### src/rtl/uart_pkg.sv
// rtl/uart_pkg.sv - shared receiver state encoding and parity mode constants
package uart_pkg;

    typedef enum logic [2:0] {
        ST_IDLE   = 3'd0,
        ST_START  = 3'd1,
        ST_DATA   = 3'd2,
        ST_PARITY = 3'd3,
        ST_STOP   = 3'd4
    } rx_state_e;

    localparam logic [1:0] PAR_NONE = 2'b00;
    localparam logic [1:0] PAR_EVEN = 2'b01;
    localparam logic [1:0] PAR_ODD  = 2'b10;

    // 2'b11 is treated as no parity, same as PAR_NONE
    function automatic logic parity_enabled(input logic [1:0] mode);
        return (mode == PAR_EVEN) || (mode == PAR_ODD);
    endfunction

endpackage

### src/rtl/uart_bit_sampler.sv
// rtl/uart_bit_sampler.sv - rx synchronizer and three-sample majority voter
module uart_bit_sampler #(
    parameter int OVERSAMPLE = 16,
    parameter int S_W        = $clog2(OVERSAMPLE)
) (
    input  logic           clk,
    input  logic           reset,
    input  logic           s_tick,
    input  logic           rx,
    input  logic [S_W-1:0] s,
    output logic           rx_sync,
    output logic           vote
);

    localparam int MID = OVERSAMPLE / 2;

    logic [1:0] sync_q, sync_d;
    logic [1:0] samp_q, samp_d;

    // The first two samples are stored; the third is the live value, so vote
    // is only meaningful on the tick where s == MID+1.
    always_comb begin
        sync_d = {sync_q[0], rx};
        samp_d = samp_q;
        if (s_tick && ((s == S_W'(MID - 1)) || (s == S_W'(MID))))
            samp_d = {samp_q[0], sync_q[1]};
    end

    always_ff @(posedge clk or posedge reset) begin
        if (reset) begin
            sync_q <= 2'b11;
            samp_q <= 2'b11;
        end else begin
            sync_q <= sync_d;
            samp_q <= samp_d;
        end
    end

    assign rx_sync = sync_q[1];
    assign vote    = (samp_q[1] & samp_q[0]) | (samp_q[1] & rx_sync) | (samp_q[0] & rx_sync);

endmodule

### src/rtl/uart_rx_cfg.sv
// rtl/uart_rx_cfg.sv - oversampled UART receiver with runtime parity/stop config
module uart_rx_cfg import uart_pkg::*; #(
    parameter int DATA_WIDTH = 8,
    parameter int OVERSAMPLE = 16
) (
    input  logic                  clk,
    input  logic                  reset,
    input  logic                  s_tick,
    input  logic                  rx,
    input  logic [1:0]            cfg_parity,
    input  logic                  cfg_stop2,
    output logic [DATA_WIDTH-1:0] dout,
    output logic                  dout_valid,
    input  logic                  dout_ready,
    output logic                  parity_err,
    output logic                  frame_err,
    output logic                  break_det,
    output logic                  overrun,
    output logic                  busy
);

    localparam int S_W  = $clog2(OVERSAMPLE);
    localparam int BI_W = $clog2(DATA_WIDTH);
    localparam logic [S_W-1:0] S_VOTE = S_W'(OVERSAMPLE / 2 + 1);
    localparam logic [S_W-1:0] S_LAST = S_W'(OVERSAMPLE - 1);

    rx_state_e             state_q, state_d;
    logic [S_W-1:0]        s_q, s_d, s_next;
    logic [BI_W-1:0]       bit_q, bit_d;
    logic [DATA_WIDTH-1:0] shreg_q, shreg_d;
    logic [1:0]            par_mode_q, par_mode_d;
    logic                  stop2_q, stop2_d;
    logic                  stop_idx_q, stop_idx_d;
    logic                  par_vote_q, par_vote_d;
    logic                  stop0_q, stop0_d;
    logic                  brk_hold_q, brk_hold_d;
    logic [DATA_WIDTH-1:0] dout_q, dout_d;
    logic                  valid_q, valid_d;
    logic                  perr_q, perr_d, ferr_q, ferr_d, brk_q, brk_d;
    logic                  ovr_q, ovr_d;

    logic rx_sync, vote, tick_vote, tick_last;
    logic commit, first_stop, data_par, c_perr, c_ferr, c_brk;

    uart_bit_sampler #(.OVERSAMPLE(OVERSAMPLE), .S_W(S_W)) u_sampler (
        .clk     (clk),
        .reset   (reset),
        .s_tick  (s_tick),
        .rx      (rx),
        .s       (s_q),
        .rx_sync (rx_sync),
        .vote    (vote)
    );

    always_comb begin
        state_d    = state_q;
        bit_d      = bit_q;
        shreg_d    = shreg_q;
        par_mode_d = par_mode_q;
        stop2_d    = stop2_q;
        stop_idx_d = stop_idx_q;
        par_vote_d = par_vote_q;
        stop0_d    = stop0_q;
        brk_hold_d = brk_hold_q;
        commit     = 1'b0;
        tick_vote  = s_tick && (s_q == S_VOTE);
        tick_last  = s_tick && (s_q == S_LAST);
        s_next     = tick_last ? '0 : (s_tick ? s_q + S_W'(1) : s_q);
        s_d        = s_next;

        first_stop = (stop_idx_q == 1'b0) ? vote : stop0_q;
        data_par   = (^shreg_q) ^ par_vote_q;
        c_ferr     = ~vote | ~first_stop;
        c_brk      = (shreg_q == '0) && !(parity_enabled(par_mode_q) && par_vote_q) && !first_stop;
        if (par_mode_q == PAR_EVEN)     c_perr = data_par;
        else if (par_mode_q == PAR_ODD) c_perr = ~data_par;
        else                            c_perr = 1'b0;

        case (state_q)
            ST_IDLE: begin
                s_d = '0;
                // A break keeps the line low; wait for it to return high first.
                if (brk_hold_q) begin
                    if (rx_sync) brk_hold_d = 1'b0;
                end else if (!rx_sync) begin
                    state_d    = ST_START;
                    bit_d      = '0;
                    shreg_d    = '0;
                    stop_idx_d = 1'b0;
                    par_mode_d = cfg_parity;
                    stop2_d    = cfg_stop2;
                end
            end
            ST_START: begin
                if (tick_vote && vote) begin
                    state_d = ST_IDLE;
                    s_d     = '0;
                end else if (tick_last) begin
                    state_d = ST_DATA;
                end
            end
            ST_DATA: begin
                if (tick_vote) shreg_d = {vote, shreg_q[DATA_WIDTH-1:1]};
                if (tick_last) begin
                    if (bit_q == BI_W'(DATA_WIDTH - 1))
                        state_d = parity_enabled(par_mode_q) ? ST_PARITY : ST_STOP;
                    else
                        bit_d = bit_q + BI_W'(1);
                end
            end
            ST_PARITY: begin
                if (tick_vote) par_vote_d = vote;
                if (tick_last) state_d = ST_STOP;
            end
            ST_STOP: begin
                if (tick_vote) begin
                    if (stop_idx_q == 1'b0) stop0_d = vote;
                    // Commit mid-bit so the next start edge is caught in IDLE.
                    if (stop_idx_q == stop2_q) begin
                        commit     = 1'b1;
                        state_d    = ST_IDLE;
                        s_d        = '0;
                        brk_hold_d = c_brk;
                    end
                end
                if (tick_last) stop_idx_d = 1'b1;
            end
            default: begin
                state_d = ST_IDLE;
                s_d     = '0;
            end
        endcase
    end

    always_comb begin
        dout_d  = dout_q;
        valid_d = valid_q;
        perr_d  = perr_q;
        ferr_d  = ferr_q;
        brk_d   = brk_q;
        ovr_d   = 1'b0;
        if (commit) begin
            if (!valid_q || dout_ready) begin
                dout_d  = shreg_q;
                perr_d  = c_perr;
                ferr_d  = c_ferr;
                brk_d   = c_brk;
                valid_d = 1'b1;
            end else begin
                ovr_d = 1'b1;
            end
        end else if (valid_q && dout_ready) begin
            valid_d = 1'b0;
        end
    end

    always_ff @(posedge clk or posedge reset) begin
        if (reset) begin
            state_q    <= ST_IDLE;
            s_q        <= '0;
            bit_q      <= '0;
            shreg_q    <= '0;
            par_mode_q <= PAR_NONE;
            stop2_q    <= 1'b0;
            stop_idx_q <= 1'b0;
            par_vote_q <= 1'b0;
            stop0_q    <= 1'b0;
            brk_hold_q <= 1'b0;
            dout_q     <= '0;
            valid_q    <= 1'b0;
            perr_q     <= 1'b0;
            ferr_q     <= 1'b0;
            brk_q      <= 1'b0;
            ovr_q      <= 1'b0;
        end else begin
            state_q    <= state_d;
            s_q        <= s_d;
            bit_q      <= bit_d;
            shreg_q    <= shreg_d;
            par_mode_q <= par_mode_d;
            stop2_q    <= stop2_d;
            stop_idx_q <= stop_idx_d;
            par_vote_q <= par_vote_d;
            stop0_q    <= stop0_d;
            brk_hold_q <= brk_hold_d;
            dout_q     <= dout_d;
            valid_q    <= valid_d;
            perr_q     <= perr_d;
            ferr_q     <= ferr_d;
            brk_q      <= brk_d;
            ovr_q      <= ovr_d;
        end
    end

    assign dout       = dout_q;
    assign dout_valid = valid_q;
    assign parity_err = perr_q;
    assign frame_err  = ferr_q;
    assign break_det  = brk_q;
    assign overrun    = ovr_q;
    assign busy       = (state_q != ST_IDLE);

endmodule

### config.mk
export PLATFORM = sky130hd
export DESIGN_NAME = uart_rx_cfg
export DESIGN_NICKNAME = d
export VERILOG_FILES = /design/src/rtl/uart_pkg.sv /design/src/rtl/uart_bit_sampler.sv /design/src/rtl/uart_rx_cfg.sv
export SDC_FILE = /design/constraint.sdc
export NUM_CORES = 1
export LEC_CHECK = 0
export CAP_MARGIN = 15
export CORE_ASPECT_RATIO = 1.25
export CORE_MARGIN = 2
export CORE_UTILIZATION = 40
export CTS_CLUSTER_SIZE = 20
export DETAILED_ROUTE_END_ITERATION = 10
export GPL_TIMING_DRIVEN = 0
export PLACE_DENSITY = 0.59
export SYNTH_ARGS = -nofsm -noshare
export SYNTH_HDL_FRONTEND = slang
export SYNTH_SLANG_ARGS = --single-unit
### constraint.sdc
create_clock -name clk -period 1.6 [get_ports clk]
set_clock_uncertainty 0.05 [all_clocks]
set_input_delay 0.32 -clock clk [delete_from_list [all_inputs] [get_ports clk]]
set_output_delay 0.32 -clock clk [all_outputs]
set_load 0.02 [all_outputs]
# Word level (Yosys, flattened, before mapping)
# Cells that the tools add are included.
# op_classes
mux,46
eq_ne,24
addsub,2
reduce_logical,32
bitwise,12
# op_table
op,count
$mux 3,14
$mux 8,3
$mux 4,5
$ne 2x2->1 const B,10
$mux 1,18
$pmux 8 s2,1
$pmux 3 s5,1
$eq 4x4->1 const B,3
$pmux 4 s3,1
$logic_and 1x1->1,8
$logic_not 8->1,1
$reduce_and 2->1,4
$reduce_and 4->1,2
$reduce_and 8->1,1
$reduce_xor 8->1,1
$eq 3x2->1 const B,2
$eq 3x3->1 const B,2
$pmux 3 s2,1
$reduce_and 3->1,2
$reduce_bool 2->1,3
$not 1->1,5
$reduce_and 5->1,1
$add 4x1->4 const B,1
$eq 4x3->1 const B,1
other kinds (16),25
# totals
elab_cells,134
output_inout_bits,14
register_bits,42

# Longest topological paths before layout
# logic_depth
word_depth,9
ltp_mapped,8

# Modules after synthesis
# Synthesis repeated with hierarchy kept, for this count alone.
# unflattened
hier_cells,187
area_unflattened_um2,2198.4
# modules_own_cells
module,cells_each,area_each_um2,seq_area_each_um2,n_inst
uart_rx_cfg,176,2026.9,950.9,1
uart_bit_sampler,11,171.4,105.1,1

# Least setup slack after synthesis
# No wires, ideal clock.
# synth_path
path_kind,reg2reg
start,reg s_q[0]
end,reg state_q[0]
path_buffers,1
setup_time_ps,132
t_required_ps,1418
t_arrival_ps,1497
path_stages_with_launch,7
period_less_slack_ps,1679
slack_ps,-79
path_cell_list,dfrtp_1 -> ha_1 -> and4_1 -> buf_2 -> and3_1 -> a211oi_1 -> a211oi_2
# synth_between
elab_chain_cells,5
word_cells_on_any_way,12
cone_classes,eq/ne: 6; mux: 2; reduce/logical: 4
# synth_rtl
item,line_no,rtl
from (decl),uart_rx_cfg.sv:28,"logic [S_W-1:0] s_q, s_d, s_next;"
from (signal assigned),uart_rx_cfg.sv:160,s_q <= '0;
from (signal assigned),uart_rx_cfg.sv:177,s_q <= s_d;
$eq 4x4->1,uart_rx_cfg.sv:66,tick_vote = s_tick && (s_q == S_VOTE);
$logic_and 1x1->1,uart_rx_cfg.sv:66,
$logic_and 1x1->1,uart_rx_cfg.sv:95,if (tick_vote && vote) begin
$ne 3x3->1 (no source line) / $mux 3 (equally long branches),n/a,
$reduce_and 8->1 (no source line) / $pmux 3 s5 (equally long branches),n/a,
to (signal assigned),uart_rx_cfg.sv:176,state_q <= state_d;
to (decl),uart_rx_cfg.sv:27,"rx_state_e state_q, state_d;"
# Parallel ways exist; a longest one is shown, timed or not.
# A chain may end at the register's enable or synchronous reset.

# Final worst setup path
# layout_path
start,reg shreg_q[0]
end,reg perr_q (netlist: parity_err)
# layout_between
elab_chain_cells,5
# layout_rtl
item,line_no,rtl
from (decl),uart_rx_cfg.sv:30,"logic [DATA_WIDTH-1:0] shreg_q, shreg_d;"
from (signal assigned),uart_rx_cfg.sv:179,shreg_q <= shreg_d;
$reduce_xor 8->1 *,uart_rx_cfg.sv:72,data_par = (^shreg_q) ^ par_vote_q;
$xor 1x1->1 *,uart_rx_cfg.sv:72,
$not 1->1,uart_rx_cfg.sv:76,else if (par_mode_q == PAR_ODD) c_perr = ~data_par;
$mux 1,uart_rx_cfg.sv:76,
$mux 1 *,uart_rx_cfg.sv:75,if (par_mode_q == PAR_EVEN) c_perr = data_par;
to (signal assigned),uart_rx_cfg.sv:188,perr_q <= perr_d;
to (decl),uart_rx_cfg.sv:39,"logic perr_q, perr_d, ferr_q, ferr_d, brk_q, brk_d;"
# Mark *: on every way between the ends. The rest lies on a longest branch, timed or not.

==> flow_metrics.py <==
metrics = {
    "run_status": {
        "outcome": "complete, but fails checks",
        "violations": "setup timing",
    },
    "synth": {
        "yosysSeqAreaShare_pct": 47.6,
        "yosys_warnings": 0,
        "syn_nets": 223,
        "ys_types": 46,
        "ys_ff_latch": 42,
        "async_flop_share_pct": 100,
        "synth_flop_cell": "dfrtp_1",
        "synth_edf_count": 0,
        "syn-cell-area_sq_um": 2220,
        "syn_inst": 204,
        "avgSynthCellArea_sq_um": 10.9,
    },
    "timing": {
        "finalCriticalPeriod_ps": 1760,
        "finalCritPeriodShare_pct": 110,
        "setup_viol": 26,
        "tns_ps": -2460,
        "grt_setup_unrepaired": "true",
        "maxSlewViolCount": 0,
        "slew_headroom_pct": 76.0,
        "hold_slack_ps": 239,
        "fmax_mhz": 568,
        "hold_viol": 0,
        "finalWorstSetupSlack_ps": -159,
        "tightest_slew_ps": 359,
    },
    "global_route": {
        "grt_first_pass_wirelength_um": 8070,
        "antenna_found_initial": 0,
        "grt_max_degree": 30,
        "grt_pass1_vias": 1678,
        "grt_overflow": 0,
        "grt_use_total_pct": 16.7,
    },
    "critical_path": {
        "crit_chain": "inv_2 -> ha_4 -> xnor3_1 -> xnor2_2 -> mux2i_1 -> o21ai_2",
        "crit_path_start_kind": "flop",
        "arrival_ps": 1910,
        "cp_top_family": "XOR/XNOR gates",
        "cp-end-kind": "flop",
        "worst-endpoint-required_ps": 1750,
        "path_max_fanout": 2,
        "crit_buf_inv": 1,
        "worstSetupPathType": "reg -> reg",
        "crit_path_top_delay_cell": "xnor3_1",
        "critPathMaxStageDelay_ps": 420,
    },
    "layout": {
        "utilization_pct": 57.3,
        "nets": 278,
        "layout-drive-gt1-share_pct": 49.2,
        "instances_no_fill": 324,
        "num_antenna_cells": 0,
        "layout_commonest_cell": "dfrtp_1",
        "fillers": 464,
        "final_area_sq_um": 3100,
        "final_cell_mix": "dfrtp_1 (37), buf_4 (20), nand2_1 (16)",
        "syn_to_final_growth_pct": 39.6,
    },
    "power_and_ir_drop": {
        "power.leakage_nw": 1.45,
        "ir_worst_vdd_mv": 0.738,
        "p_per_area_nw_per_um2": 1110,
        "total_power_mw": 3.42,
    },
    "clock_network": {
        "numClockSinks": 42,
        "clk_pin_slew_worst_paths_ps": 90,
        "cts_buffer_depth": 2,
        "clock_latency_ps": 300,
        "cts_root_buffer": "clkbuf_8",
        "numCtsBuffers": 5,
        "cts_hold_buf": 0,
        "cts_tree": "done",
        "cts_max_level": 2,
    },
    "die": {
        "coreArea_sq_um": 5410,
        "chipWidth_um": 70.6,
        "dieArea_sq_um": 6160,
        "start_util_pct": 41.0,
        "io_pins": 22,
        "die_h_um": 87.3,
        "fp-row-count": 30,
    },
    "drt": {
        "drt_first_pass_iters": 4,
        "vias": 1634,
        "viasPerCell": 5.04,
        "wl_met1_um": 2050,
        "dr_wl_met2_um": 2380,
        "drc_errors": 0,
        "met3_length_um": 116,
        "final_antenna_net_count": 0,
        "wl_um": 4660,
        "maxUsedRoutingLayer": "met4",
        "wire_per_inst_um": 14.4,
        "drt-initial-drc-count": 51,
    },
    "place": {
        "dp_hpwl_um": 2870,
        "place_area_sq_um": 2540,
        "pre_cts_ws_ps": -250,
        "gp_congestion": 0.726,
        "dp.cells": 289,
        "io_buffers": 20,
    },
    "job": {
        "maxCapViolations": 0,
    },
    "hold_path": {
        "hp-class": "in -> async",
    },
}
[sequential cells by signal, indices dropped and copies added, names as in the netlist, 2 cells and up]
name,flops
dout,8
s_q,4
bit_q,3
shreg_q,8
u_sampler.samp_q,2
state_q,3
par_mode_q,2
u_sampler.sync_q,2
[Yosys cell counts (3+ instances only)]
| library cell | n | area (sq um) |
|---|---|---|
| nand3_1 | 6 | 30.0 |
| inv_1 | 18 | 67.6 |
| dfstp_2 | 4 | 105 |
| ha_1 | 11 | 138 |
| buf_6 | 5 | 56.3 |
| o21ai_1 | 7 | 35.0 |
| o21ai_0 | 5 | 25.0 |
| o21ai_2 | 13 | 114 |
| nor2_1 | 5 | 18.8 |
| buf_4 | 3 | 22.5 |
| a21oi_1 | 5 | 25.0 |
| xnor2_1 | 4 | 35.0 |
| nand2_1 | 31 | 116 |
| mux2_2 | 7 | 78.8 |
| dfrtp_1 | 38 | 951 |
| nor3_1 | 3 | 15.0 |
[area by class of cell]
type | instances | area (sq um) | share of cell area, %
repair buffers | 49 | 463 | 14.9
plain buffers | 9 | 101 | 3.27
flip-flops and latches | 42 | 1060 | 34.1
multi-input cells | 134 | 1240 | 40.2
inverters | 18 | 67.6 | 2.18
clock inverters | 2 | 10.0 | 0.323
clock buffers | 6 | 72.6 | 2.34
well taps | 64 | 80.1 | 2.59
[cell families after synthesis]
logic type	count (synthesis)	synth area share (%)
simple gates	64	16.2
flops	42	47.6
buf+inv	28	7.05
xor+xnor	6	2.99
compound gates	42	14.4
mux	10	5.13
fa+ha+maj	12	6.66
[repair_timing]
item / 4_1_cts / 5_1_grt
setup endpoints to repair: 39 / 35
gates cloned: 4 / 0
setup buffers: 17 / 9
resized for setup: 58 / 33
pin swaps: 23 / 11
[worst register-to-register path, cell delays in order, from the launching register on]
cell     delay (ps)
dfrtp_1         380
inv_2            60
ha_4            250
xnor3_1         420
xnor2_2         180
mux2i_1         260
o21ai_2          60
[per-layer routing]
layer	global-route usage [%]	up-vias
met1	20.2	786
met5	0	-
met3	3.13	11
met4	8.06	0
li1	-	811
met2	28.6	26
[power breakdown]
group	switching [mW]	total, mW	internal, mW
logic	0.713	1.36	0.647
registers	0.152	1.39	1.24
clock network	0.372	0.675	0.303
total	1.24	3.42	2.19
[worst paths after layout]
check	startpoint	endpoint	slack [ps]	cells past startpoint
worst min register to register	u_sampler.sync_q[0]$_DFF_PP1_	u_sampler.sync_q[1]$_DFF_PP1_	320	0
worst min-delay path	reset	state_q[0]$_DFFE_PP0P_	240	2
worst max-delay path	shreg_q[0]$_DFFE_PP0P_	parity_err$_DFFE_PP0P_	-160	6
max in group asynchronous	reset	shreg_q[2]$_DFFE_PP0P_	800	3
worst max register to register	shreg_q[0]$_DFFE_PP0P_	parity_err$_DFFE_PP0P_	-160	6
min in group clk	u_sampler.sync_q[0]$_DFF_PP1_	u_sampler.sync_q[1]$_DFF_PP1_	320	0
No activity file was read; power rests on OpenSTA's default activity.
